## src/rtl/cf_gpio_mode_ctrl.sv

```systemverilog
// cf_gpio_mode_ctrl
// Runtime mode controller for a single Openframe GPIO pad.
//
// A mode change requested over cfg_valid/cfg_ready moves the pad through
// these steps, so it never drives with a half-applied configuration:
//   DRAIN  - tri-state the pad (one cycle)
//   SWITCH - apply the new drive mode while the pad stays hi-z (SETTLE_CYC cycles)
//   IDLE   - release oeb
// The block also provides a synchronised copy of the pad input.
//
// Ports
//   clk, rst                 clock, synchronous active-high reset
//   cfg_valid/cfg_mode       mode-change request (0..5 valid; 6, 7 rejected)
//   cfg_ready                request can be accepted (IDLE)
//   cfg_done / cfg_err       one-cycle completion / rejection pulses
//   cur_mode, busy           mode in force, transition in progress
//   io_out, io_oeb, io_in    user-side data, output-enable-bar, synced input
//   gpio_in                  raw pad input
//   gpio_dm, gpio_inp_dis,
//   gpio_oeb_out,
//   gpio_out_val             pad configuration and data pins
module cf_gpio_mode_ctrl #(
  parameter logic [2:0] RESET_MODE  = 3'd1,
  parameter int         SETTLE_CYC  = 4,
  parameter int         SYNC_STAGES = 2
) (
  input  logic       clk,
  input  logic       rst,
  input  logic       cfg_valid,
  input  logic [2:0] cfg_mode,
  output logic       cfg_ready,
  output logic       cfg_done,
  output logic       cfg_err,
  output logic [2:0] cur_mode,
  output logic       busy,
  input  logic       io_out,
  input  logic       io_oeb,
  output logic       io_in,
  input  logic       gpio_in,
  output logic [2:0] gpio_dm,
  output logic       gpio_inp_dis,
  output logic       gpio_oeb_out,
  output logic       gpio_out_val
);

  // An out-of-range reset mode falls back to INPUT.
  localparam logic [2:0] RST_MODE = (RESET_MODE > 3'd5) ? 3'd1 : RESET_MODE;
  localparam logic [7:0] CNT_LOAD = 8'(SETTLE_CYC - 1);

  typedef enum logic [1:0] {
    IDLE   = 2'd0,
    DRAIN  = 2'd1,
    SWITCH = 2'd2
  } state_t;

  // Pad row packed as {dm[2:0], inp_dis, oeb, out}.
  function automatic logic [5:0] mode_row(input logic [2:0] m, input logic d, input logic oe);
    case (m)
      3'd0:    mode_row = 6'b000_1_1_0;
      3'd1:    mode_row = 6'b001_0_1_0;
      3'd2:    mode_row = 6'b111_0_0_0;
      3'd3:    mode_row = 6'b111_0_0_1;
      3'd4:    mode_row = {3'b110, 1'b1, 1'b0, d};
      3'd5:    mode_row = {3'b110, 1'b0, oe, d};
      default: mode_row = 6'b001_0_1_0;
    endcase
  endfunction

  state_t                 state_q;
  logic [2:0]             cur_mode_q;
  logic [2:0]             tgt_mode_q;
  logic [7:0]             cnt_q;
  logic                   cfg_done_q;
  logic                   cfg_err_q;
  logic [SYNC_STAGES-1:0] sync_q;
  logic                   track_q;
  logic                   io_hold_q;

  logic                   accept;
  logic                   mode_bad;
  logic                   start_xfer;
  logic                   track_d;
  logic [5:0]             cur_row;
  logic [5:0]             tgt_row;

  assign accept     = cfg_valid && (state_q == IDLE);
  assign mode_bad   = (cfg_mode > 3'd5);
  assign start_xfer = accept && !mode_bad && (cfg_mode != cur_mode_q);

  assign cur_row = mode_row(cur_mode_q, io_out, io_oeb);
  assign tgt_row = mode_row(tgt_mode_q, io_out, io_oeb);

  // Tracking only resumes one cycle after IDLE is re-entered, and stops on
  // the very edge that starts a transition.
  assign track_d = (state_q == IDLE) && !start_xfer && !cur_row[2];

  always_ff @(posedge clk) begin
    if (rst) begin
      state_q    <= IDLE;
      cur_mode_q <= RST_MODE;
      tgt_mode_q <= RST_MODE;
      cnt_q      <= '0;
      cfg_done_q <= 1'b0;
      cfg_err_q  <= 1'b0;
    end else begin
      cfg_done_q <= 1'b0;
      cfg_err_q  <= 1'b0;
      case (state_q)
        IDLE: begin
          if (accept) begin
            if (mode_bad) begin
              cfg_err_q <= 1'b1;
            end else if (cfg_mode == cur_mode_q) begin
              cfg_done_q <= 1'b1;
            end else begin
              tgt_mode_q <= cfg_mode;
              state_q    <= DRAIN;
            end
          end
        end
        DRAIN: begin
          cnt_q   <= CNT_LOAD;
          state_q <= SWITCH;
        end
        SWITCH: begin
          if (cnt_q == 8'd0) begin
            cur_mode_q <= tgt_mode_q;
            cfg_done_q <= 1'b1;
            state_q    <= IDLE;
          end else begin
            cnt_q <= cnt_q - 8'd1;
          end
        end
        default: state_q <= IDLE;
      endcase
    end
  end

  always_ff @(posedge clk) begin
    if (rst) begin
      sync_q    <= '0;
      track_q   <= 1'b0;
      io_hold_q <= 1'b0;
    end else begin
      sync_q    <= {sync_q[SYNC_STAGES-2:0], gpio_in};
      track_q   <= track_d;
      io_hold_q <= io_in;
    end
  end

  assign io_in = track_q ? sync_q[SYNC_STAGES-1] : io_hold_q;

  // Pad pins: oeb is forced high whenever a transition is under way.
  always_comb begin
    gpio_dm      = cur_row[5:3];
    gpio_inp_dis = cur_row[2];
    gpio_oeb_out = cur_row[1];
    gpio_out_val = cur_row[0];
    case (state_q)
      DRAIN: begin
        gpio_oeb_out = 1'b1;
        gpio_out_val = 1'b0;
      end
      SWITCH: begin
        gpio_dm      = tgt_row[5:3];
        gpio_inp_dis = tgt_row[2];
        gpio_oeb_out = 1'b1;
        gpio_out_val = tgt_row[0];
      end
      default: ;
    endcase
  end

  assign cfg_ready = (state_q == IDLE);
  assign busy      = (state_q != IDLE);
  assign cfg_done  = cfg_done_q;
  assign cfg_err   = cfg_err_q;
  assign cur_mode  = cur_mode_q;

endmodule

```

## config.mk

```make
export PLATFORM = sky130hd
export DESIGN_NAME = cf_gpio_mode_ctrl
export DESIGN_NICKNAME = d
export VERILOG_FILES = /design/src/rtl/cf_gpio_mode_ctrl.sv
export SDC_FILE = /design/constraint.sdc
export NUM_CORES = 1
export LEC_CHECK = 0
export ABC_AREA = 1
export BUFFER_PORTS_ARGS = -buffer_cell sky130_fd_sc_hd__buf_2
export CAP_MARGIN = 20
export CORE_ASPECT_RATIO = 1.2
export CORE_MARGIN = 3
export CORE_UTILIZATION = 41
export CTS_BUF_LIST = sky130_fd_sc_hd__clkbuf_8 sky130_fd_sc_hd__clkbuf_16
export CTS_CLUSTER_SIZE = 14
export DETAILED_ROUTE_END_ITERATION = 8
export SLEW_MARGIN = 40
export SYNTH_ARGS = -nofsm -noshare
export SYNTH_HDL_FRONTEND = slang
export SYNTH_SLANG_ARGS = --single-unit
```

## constraint.sdc

```tcl
create_clock -name clk -period 1.5 [get_ports clk]
set_input_delay 0.3 -clock clk [delete_from_list [all_inputs] [get_ports clk]]
set_output_delay 0.3 -clock clk [all_outputs]
set_load 0.02 [all_outputs]
```

# After elaboration in Yosys (flattened, before gate mapping)
# Cells that the tools add are included.
dict set report classes {
  bitwise_logic 4
  eq_ne 17
  magnitude_cmp 1
  n_reduce_logical 20
  mux 20
  n_addsub 1
}
# cell n
set op_table {}
lappend op_table {{one-hot mux 6 bit (5 select lines)} 2}
lappend op_table {{one-hot mux 8 bit (2 select lines)} 1}
lappend op_table {{== test 3 x 2 -> 1 bit, second input constant} 4}
lappend op_table {{== test 3 bit, second input constant} 4}
lappend op_table {{zero test 8 bit} 1}
lappend op_table {{two-way mux 1 bit} 8}
lappend op_table {{two-way mux 2 bit} 4}
lappend op_table {{two-way mux 8 bit} 1}
lappend op_table {{!= test 2 bit, second input constant} 4}
lappend op_table {{AND reduction 4 bit} 2}
lappend op_table {{subtractor 8 x 1 -> 8 bit, second input constant} 1}
lappend op_table {{zero test 3 bit} 2}
lappend op_table {{one-hot mux 2 bit (3 select lines)} 1}
lappend op_table {{logical AND 1 bit} 5}
lappend op_table {{NOT 1 bit} 4}
lappend op_table {{one-hot mux 1 bit (2 select lines)} 2}
lappend op_table {{AND reduction 2 bit} 2}
lappend op_table {{nonzero test 2 bit} 2}
lappend op_table {{== test 3 bit} 1}
lappend op_table {{greater-than comparator 3 bit, second input constant} 1}
lappend op_table {{zero test 1 bit} 3}
lappend op_table {{two-way mux 3 bit} 1}
lappend op_table {{!= test 3 bit} 1}
lappend op_table {{OR reduction 3 bit} 1}
lappend op_table {{other kinds (5)} 5}
dict set report word_totals {
  elab_cells 72
  output_inout_bits 14
  register_bits 22
  in_bits 9
}

# Logic depth before layout (Yosys ltp)
# Gate-level depths: netlist of the first run.
dict set report depth {
  depth_word 7
  mapped_depth 9
  depth_no_buf 9
}

# Least setup slack after synthesis of the first run
# No wires, ideal clock.
dict set report synth_timing {
  path_kind {flip-flop to output port}
  startpoint {register state_q[0]}
  endpoint {output gpio_dm[2]}
  stages_incl_launch_ff 7
  setup_slack_ns -0.366
  required_ns 1.200
  n_path_buf 2
  arrival_ns 1.566
  path_cell_list {dfxtp_1 -> inv_1 -> ha_1 -> buf_6 -> nor2_1 -> a31oi_1 -> buf_4}
}
dict set report synth_between {
  elab_chain_cells 2
}
# element line_no
set synth_lines {}
lappend synth_lines {{start: declaration} 69} ;# state_t state_q;
lappend synth_lines {{start signal: assignment} 99} ;# state_q <= IDLE;
lappend synth_lines {{start signal: assignment} 117} ;# state_q <= DRAIN;
lappend synth_lines {{start signal: assignment} 123} ;# state_q <= SWITCH;
lappend synth_lines {{== test 2 bit} 159} ;# case (state_q)
lappend synth_lines {{two-way mux 3 bit} 159}
lappend synth_lines {{end: declaration} 40} ;# output logic [2:0] gpio_dm,
# Every way passes these cells.

# Worst setup path in the final report of the first run
dict set report layout_timing {
  startpoint {register state_q[0]}
  endpoint {output gpio_dm[1]}
}
# Same word-level chain as after synthesis.

==> impl_metrics.json, run 1 <==
{
  "outcome": "complete, but fails checks",
  "failed_checks": "negative setup slack",
  "crit_end_category": "primary output",
  "power.density_cell_area_nw_per_um2": 2210,
  "final_layout_size_suffix_gt1_share_pct": 37.2,
  "post_drt_via_cell_ratio": 5.08,
  "seq_area_frac_synth_pct": 33.4,
  "track_usage_pct": 18.8,
  "post_synth_num_cell_types": 29,
  "dieHeight_um": 68.2,
  "h-tree-depth": 1,
  "ctsLongestPathBuffers": 2,
  "layout_setup_ws_ns": -0.176,
  "tritoncts": "yes",
  "post_drt_wl_per_cell_um": 12.2,
  "yosys-top-cells-area": "sky130_fd_sc_hd__dfxtp_1, sky130_fd_sc_hd__nand2_1, sky130_fd_sc_hd__inv_1",
  "report.power.total_mw": 4.16,
  "maximum_vdd_drop_v": 0.00166,
  "cp.required_ns": 1.20,
  "synth_area_leader_cell": "sky130_fd_sc_hd__dfxtp_1",
  "worst-slew-pin-transition_ns": 0.350,
  "placedCellCount": 261,
  "global_route_wire_length_before_repair_um": 5890,
  "vias": 1386,
  "fin_nets": 255,
  "core-area_um2": 2940,
  "maxCapViolations": 0,
  "drc_errors": 0,
  "reg_clk_slew_reported_paths_ns": 0.09,
  "total_negative_slack_for_setup_checks_ns": -1.27,
  "number_of_buffers_added_by_the_clock_tree_synthesis_step": 3,
  "crit_arrival_ns": 1.38,
  "die-width_um": 57.8,
  "synth_ff_type": "sky130_fd_sc_hd__dfxtp_1",
  "report.final.setup_viol": 12,
  "area_overhead_vs_synth_pct": 42.5,
  "clock.fmax_mhz": 597,
  "cts_num_sinks": 22,
  "initial_core_util_pct": 44.9,
  "final.min_clock_period_ns": 1.68,
  "total_leakage_power_nw": 0.900,
  "grt_pass1_vias": 1350,
  "antenna_left": 0,
  "fillCellCount": 270,
  "worstPathMaxFanout": 6,
  "netlist.area_leader.share_pct": 33.4,
  "cts-root-buf": "sky130_fd_sc_hd__clkbuf_8",
  "worst-setup-path-type": "register to primary output",
  "timing.hold.worst.class": "input port to register",
  "drt_first_iter_violations": 45,
  "hold_viol_final": 0,
  "synth_area_um2": 1320,
  "route.final.wire_length_um": 3320,
  "rows": 21,
  "postSynth.asyncResetShare_pct": 0,
  "grt_antenna_before_repair": 0,
  "worst_clock_skew_ns": 0.00403,
  "place_congestion": 0.838,
  "io_pins": 23,
  "synth-seq-cells": 22,
  "synth-edff-count": 0,
  "dp_hpwl_um": 2500,
  "maximum_number_of_pins_on_one_net_before_global_route_repair": 14,
  "synth_area_per_cell_um2": 6.80,
  "drt_pass_1_iters": 4,
  "rsz0062_at_grt": "true",
  "number_of_nets_in_the_synthesized_netlist": 209,
  "residual_overflow_from_global_routing": 0,
  "clock_insertion_delay_worst_skew_ns": 0.27,
  "timing.max_slew.rel_slack_pct": 76.6,
  "synthesis.instances": 194,
  "floorplan.die_area_um2": 3940,
  "worstSetupStartpointType": "register",
  "ys_warn_count": 0,
  "finalMaxSlewViolations": 0,
  "port_buffers": 22,
  "instances_no_fill": 273,
  "diodes": 0,
  "post-route-period-util_pct": 112
}
-- through the flow --
step | area, um2 | hold WS (ns) | utilization (%) | setup slack, ns
4_1_cts | 1800 | 0.230 | 61.0 | -0.190
3_3_place_gp | 1600 | 0.397 | 54.3 | -0.0469
3_5_place_dp | 1600 | 0.402 | 54.3 | -0.0569
6_report | 1880 | 0.231 | 63.9 | -0.176
2_1_floorplan | 1360 | 0.378 | - | -0.0874
5_1_grt | 1880 | 0.255 | 63.9 | -0.233
-- what timing repair did --
action,CTS,global route
hold buffers,0,0
resized for setup,29,21
endpoints found under the setup margin,9,15
pin swaps,7,9
setup buffers,6,2
-- routing by layer --
metal	global-route usage [%]	vias to the layer above	share of wire, %
met4	4.35	0	1.4
met3	2.26	6	4.1
met1	24.3	639	45
li1	-	706	-
met5	0	-	0
met2	33.5	35	49
-- power breakdown --
part	total (mW)	switching (mW)	leakage, nW	internal, mW
clock	0.562	0.206	0.0357	0.357
combinational	2.73	1.52	0.682	1.22
sequential	0.862	0.125	0.182	0.737
total	4.16	1.85	0.900	2.31
-- synth_stat cells, drive strengths merged (2+ instances only) --
master,instances
nand2,39
nor2,35
inv,33
dfxtp,22
nand3,16
a21oi,13
o21ai,9
ha,6
nand4,6
buf,3
a31oi,2
nor3,2
o211ai,2
xor2,2
-- sequential cells by signal, summed over array words and instances, names as in the netlist --
signal,count
cnt_q,8
cur_mode,3
tgt_mode_q,3
state_q,2
sync_q,2
cfg_done,1
cfg_err,1
io_hold_q,1
track_q,1
-- final timing paths --
| path | from | to | slack (ns) | cells past startpoint |
|---|---|---|---|---|
| worst max-delay path | state_q[0] | gpio_dm[1] | -0.18 | 7 |
| worst min-delay path | gpio_in | sync_q[0] | 0.23 | 3 |
| worst max register to register | state_q[0] | cnt_q[7] | -0.10 | 11 |
| worst min register to register | sync_q[0] | sync_q[1] | 0.41 | 2 |
-- cell type report --
cell class	instances	area, um2	area share [%]
inverter	33	129	6.85
multi-input combinational	135	846	45.0
clock inverter	1	30.0	1.60
timing repair buffer	45	344	18.3
clock buffer	3	41.3	2.20
tap	34	42.5	2.26
sequential	22	448	23.8
-- worst max-delay path, cell delays in order (launching register included) --
cell                      delay, ns
sky130_fd_sc_hd__dfxtp_2       0.34
sky130_fd_sc_hd__inv_4         0.06
sky130_fd_sc_hd__buf_6         0.10
sky130_fd_sc_hd__ha_4          0.15
sky130_fd_sc_hd__buf_12        0.12
sky130_fd_sc_hd__nor2_4        0.04
sky130_fd_sc_hd__a31oi_4       0.16
sky130_fd_sc_hd__buf_6         0.14
-- cells in the final DEF, fill, tap and decap left out, types with 3 or more instances in the layout --
master	instances
sky130_fd_sc_hd__ha_1	4
sky130_fd_sc_hd__nor2_2	3
sky130_fd_sc_hd__nand3_1	11
sky130_fd_sc_hd__nand3_2	5
sky130_fd_sc_hd__nand4_1	6
sky130_fd_sc_hd__inv_2	4
sky130_fd_sc_hd__dfxtp_1	18
sky130_fd_sc_hd__buf_4	19
sky130_fd_sc_hd__buf_6	9
sky130_fd_sc_hd__nand2_2	4
sky130_fd_sc_hd__buf_2	16
sky130_fd_sc_hd__inv_1	27
sky130_fd_sc_hd__nor2_4	3
sky130_fd_sc_hd__a21oi_2	5
sky130_fd_sc_hd__nor2_1	29
sky130_fd_sc_hd__nand2_1	32
sky130_fd_sc_hd__dfxtp_2	3
sky130_fd_sc_hd__o21ai_0	5
sky130_fd_sc_hd__a21oi_1	7
sky130_fd_sc_hd__clkbuf_8	3
-- cell families (layout without fill, tap and decap cells) --
logic type / count (synthesis) / after routing / share of synthesized area (%)
AND/OR/NAND/NOR: 99 / 99 / 34.3
buffers and inverters: 37 / 82 / 12.2
AO/OA/AOI/OAI: 27 / 27 / 12.4
flip-flops: 22 / 22 / 33.4
adder cells (fa/ha/maj): 6 / 6 / 5.69
XOR/XNOR: 3 / 3 / 1.99
No activity file was read; power rests on OpenSTA's default activity.
==> inputs of run 2 (changes only) <==
ABC_AREA = not set   (was 1)
==> run 2 against run 1 <==
Synthesized area fell by 9.5%. Cell count is 19% lower. Register-to-register slack got worse by 0.12 ns. Clock skew is 0.0014 ns lower. Global-route usage fell by 1.3 points. Sequential power is 6.3% higher. The flow still finishes with violations (negative setup slack).
==> impl_metrics.json, run 2 <==
{
  "worst-setup-path-type": "register to register",
  "synthMostInstantiatedCell": "sky130_fd_sc_hd__dfxtp_1",
  "synth_area_um2": 1190,
  "h-tree-depth": 1,
  "core-area_um2": 2650,
  "netlist.area_leader.share_pct": 36.9,
  "worst-r2r-setup-slack_ns": -0.22,
  "crit-reg2reg-capture": "cnt_q[5]",
  "finalMaxSlewViolations": 0,
  "reg_to_reg_start": "state_q[1]",
  "reg_clk_slew_reported_paths_ns": 0.08,
  "number_of_nets_in_the_synthesized_netlist": 149,
  "synth_area_leader_cell": "sky130_fd_sc_hd__dfxtp_1",
  "worst-slew-pin-transition_ns": 0.442,
  "timing.hold.worst.class": "input port to register",
  "cts-root-buf": "sky130_fd_sc_hd__clkbuf_8",
  "rows": 20,
  "grt_antenna_before_repair": 0,
  "die-width_um": 55.3,
  "synth_area_per_cell_um2": 8.92,
  "hold_viol_final": 0,
  "hold-path-cell-count": 2,
  "track_usage_pct": 17.6,
  "synth-edff-count": 0,
  "crit_end_category": "register",
  "maximum_number_of_pins_on_one_net_before_global_route_repair": 19,
  "dieHeight_um": 65.1,
  "place_congestion": 0.769,
  "seq_area_frac_synth_pct": 36.9,
  "postSynth.asyncResetShare_pct": 0,
  "yosys-top-cells-area": "sky130_fd_sc_hd__dfxtp_1, sky130_fd_sc_hd__ha_1, sky130_fd_sc_hd__mux2i_1",
  "port_buffers": 22,
  "worst_r2r_path_depth": 6,
  "layout_commonest_cell": "sky130_fd_sc_hd__buf_4",
  "worstSetupStartpointType": "register",
  "synth_ff_type": "sky130_fd_sc_hd__dfxtp_1",
  "hold_start": "gpio_in",
  "grt_pass1_vias": 1176,
  "fin_nets": 205,
  "maximum_vdd_drop_v": 0.00113,
  "outcome": "complete, but fails checks",
  "ys_warn_count": 0,
  "clock.fmax_mhz": 582,
  "drt_pass_1_iters": 4,
  "layout_setup_ws_ns": -0.217,
  "total_leakage_power_nw": 0.820,
  "top_register": "cnt_q",
  "ctsLongestPathBuffers": 2,
  "maxCapViolations": 0,
  "initial_core_util_pct": 45.0,
  "dp_hpwl_um": 2090,
  "timing.max_slew.rel_slack_pct": 70.0,
  "fin_util_pct": 70.3,
  "synth-seq-cells": 22,
  "io_pins": 23,
  "antenna_left": 0,
  "post_synth_num_cell_types": 36,
  "final.min_clock_period_ns": 1.72,
  "global_route_wire_length_before_repair_um": 5120,
  "drt_first_iter_violations": 11,
  "post_drt_via_cell_ratio": 5.10,
  "clock_insertion_delay_worst_skew_ns": 0.26,
  "diodes": 0,
  "floorplan.die_area_um2": 3600,
  "drc_errors": 0,
  "tritoncts": "yes",
  "cts_num_sinks": 22,
  "post_drt_wl_per_cell_um": 14.1,
  "synthesis.instances": 134,
  "worst_clock_skew_ns": 0.00268,
  "number_of_buffers_added_by_the_clock_tree_synthesis_step": 3,
  "failed_checks": "negative setup slack",
  "rsz0062_at_grt": "true",
  "final_layout_size_suffix_gt1_share_pct": 51.9,
  "area_overhead_vs_synth_pct": 56.0,
  "holdWs_ns": 0.251,
  "flip_flop_count_of_the_largest_register_all_copies_and_words_added": 8,
  "min_to": "sync_q[0]",
  "residual_overflow_from_global_routing": 0,
  "crit_arrival_ns": 1.87,
  "vias": 1133,
  "cp.required_ns": 1.66,
  "route.final.wire_length_um": 3130,
  "most_frequent_cells_in_the_layout": "sky130_fd_sc_hd__buf_4, sky130_fd_sc_hd__buf_2, sky130_fd_sc_hd__nor2_1, sky130_fd_sc_hd__dfxtp_1, sky130_fd_sc_hd__buf_6",
  "post-route-period-util_pct": 114,
  "synth_cell_count_leaders": "sky130_fd_sc_hd__dfxtp_1, sky130_fd_sc_hd__nor2_1, sky130_fd_sc_hd__a21oi_1",
  "holdBufCountCts": 0,
  "power.density_cell_area_nw_per_um2": 2090,
  "worstPathMaxFanout": 3,
  "report.final.setup_viol": 12
}
[run 2: changes by cell type in the layout (fill, tap and decap cells not counted), sizes merged, moves of 5 or more]
| cell | previous run | this run |
|---|---|---|
| a211oi | 0 | 5 |
| nor2 | 35 | 16 |
| nand3 | 16 | 2 |
| o21ai | 9 | 0 |
| mux2i | 0 | 6 |
| nor2b | 0 | 7 |
| buf | 45 | 56 |
| nand2 | 39 | 7 |
| inv | 33 | 9 |
| nand4 | 6 | 0 |
[run 2: how the worst max path moves through the flow]
stage	start	end	slack (ns)
6_report	state_q[1]	cnt_q[5]	-0.22
5_1_grt	state_q[1]	cnt_q[5]	-0.27
4_1_cts	state_q[1]	cnt_q[5]	-0.22
3_5_place_dp	state_q[1]	cnt_q[5]	-0.16
3_3_place_gp	state_q[1]	cnt_q[5]	-0.11
2_1_floorplan	state_q[0]	cnt_q[5]	-0.14
[run 2: metrics by stage]
step | std cells | cell area, um2 | TNS, ns | power, mW | setup WS, ns
2_1_floorplan | 134 | 1210 | -0.488 | 2.06 | -0.143
3_3_place_gp | 208 | 1520 | -0.447 | 2.72 | -0.111
3_5_place_dp | 208 | 1520 | -0.676 | 2.78 | -0.158
4_1_cts | 217 | 1730 | -1.88 | 3.56 | -0.219
5_1_grt | 222 | 1860 | -2.58 | 4.15 | -0.267
6_report | 222 | 1860 | -1.82 | 3.89 | -0.217
[run 2: cell families after synthesis]
logic type                 count (synthesis)  synth area share, %
xor gates and xnor gates                   8                 5.86
buffers and inverters                     14                 4.71
AOI/OAI and AO/OA                         28                 17.1
DFF                                       22                 36.9
adders and majority gates                  6                 6.28
and+or+nand+nor                           49                 23.2
muxes                                      7                 5.97
[run 2: power by group]
group | leakage, nW | switching, mW | internal (mW) | total, mW
Combinational | 0.602 | 1.10 | 1.33 | 2.42
Sequential | 0.182 | 0.172 | 0.744 | 0.916
Clock | 0.0357 | 0.193 | 0.356 | 0.549
[run 2: final cells by class]
type                            instances  area (um2)
Fill cell                             217         788
Sequential cell                        22         455
Tap cell                               33        41.3
Timing Repair Buffer                   56         425
Clock inverter                          1        30.0
Clock buffer                            3        41.3
Inverter                                9        41.3
Multi-Input combinational cell         98         830
[run 2: worst max-delay path, cell delays in order, from the launching register on]
cell                       delay, ns
sky130_fd_sc_hd__dfxtp_4        0.39
sky130_fd_sc_hd__inv_4          0.04
sky130_fd_sc_hd__ha_4           0.27
sky130_fd_sc_hd__or4b_4         0.48
sky130_fd_sc_hd__a311oi_2       0.23
sky130_fd_sc_hd__xnor2_1        0.15
sky130_fd_sc_hd__nor2_1         0.06
[run 2: repair_timing]
action | CTS | global route
endpoints found under the setup margin | 14 | 21
pin swaps | 4 | 5
buffers inserted | 5 | 5
cloned | 0 | 0
gates resized for setup | 29 | 25
[run 2: routing by layer]
layer	vias to the layer above	GRT usage (%)	part of all wire [%]
met4	0	7.90	1.3
met5	-	0	0
met3	4	1.57	3.2
met2	24	33.3	51
met1	527	19.8	44
li1	578	-	-
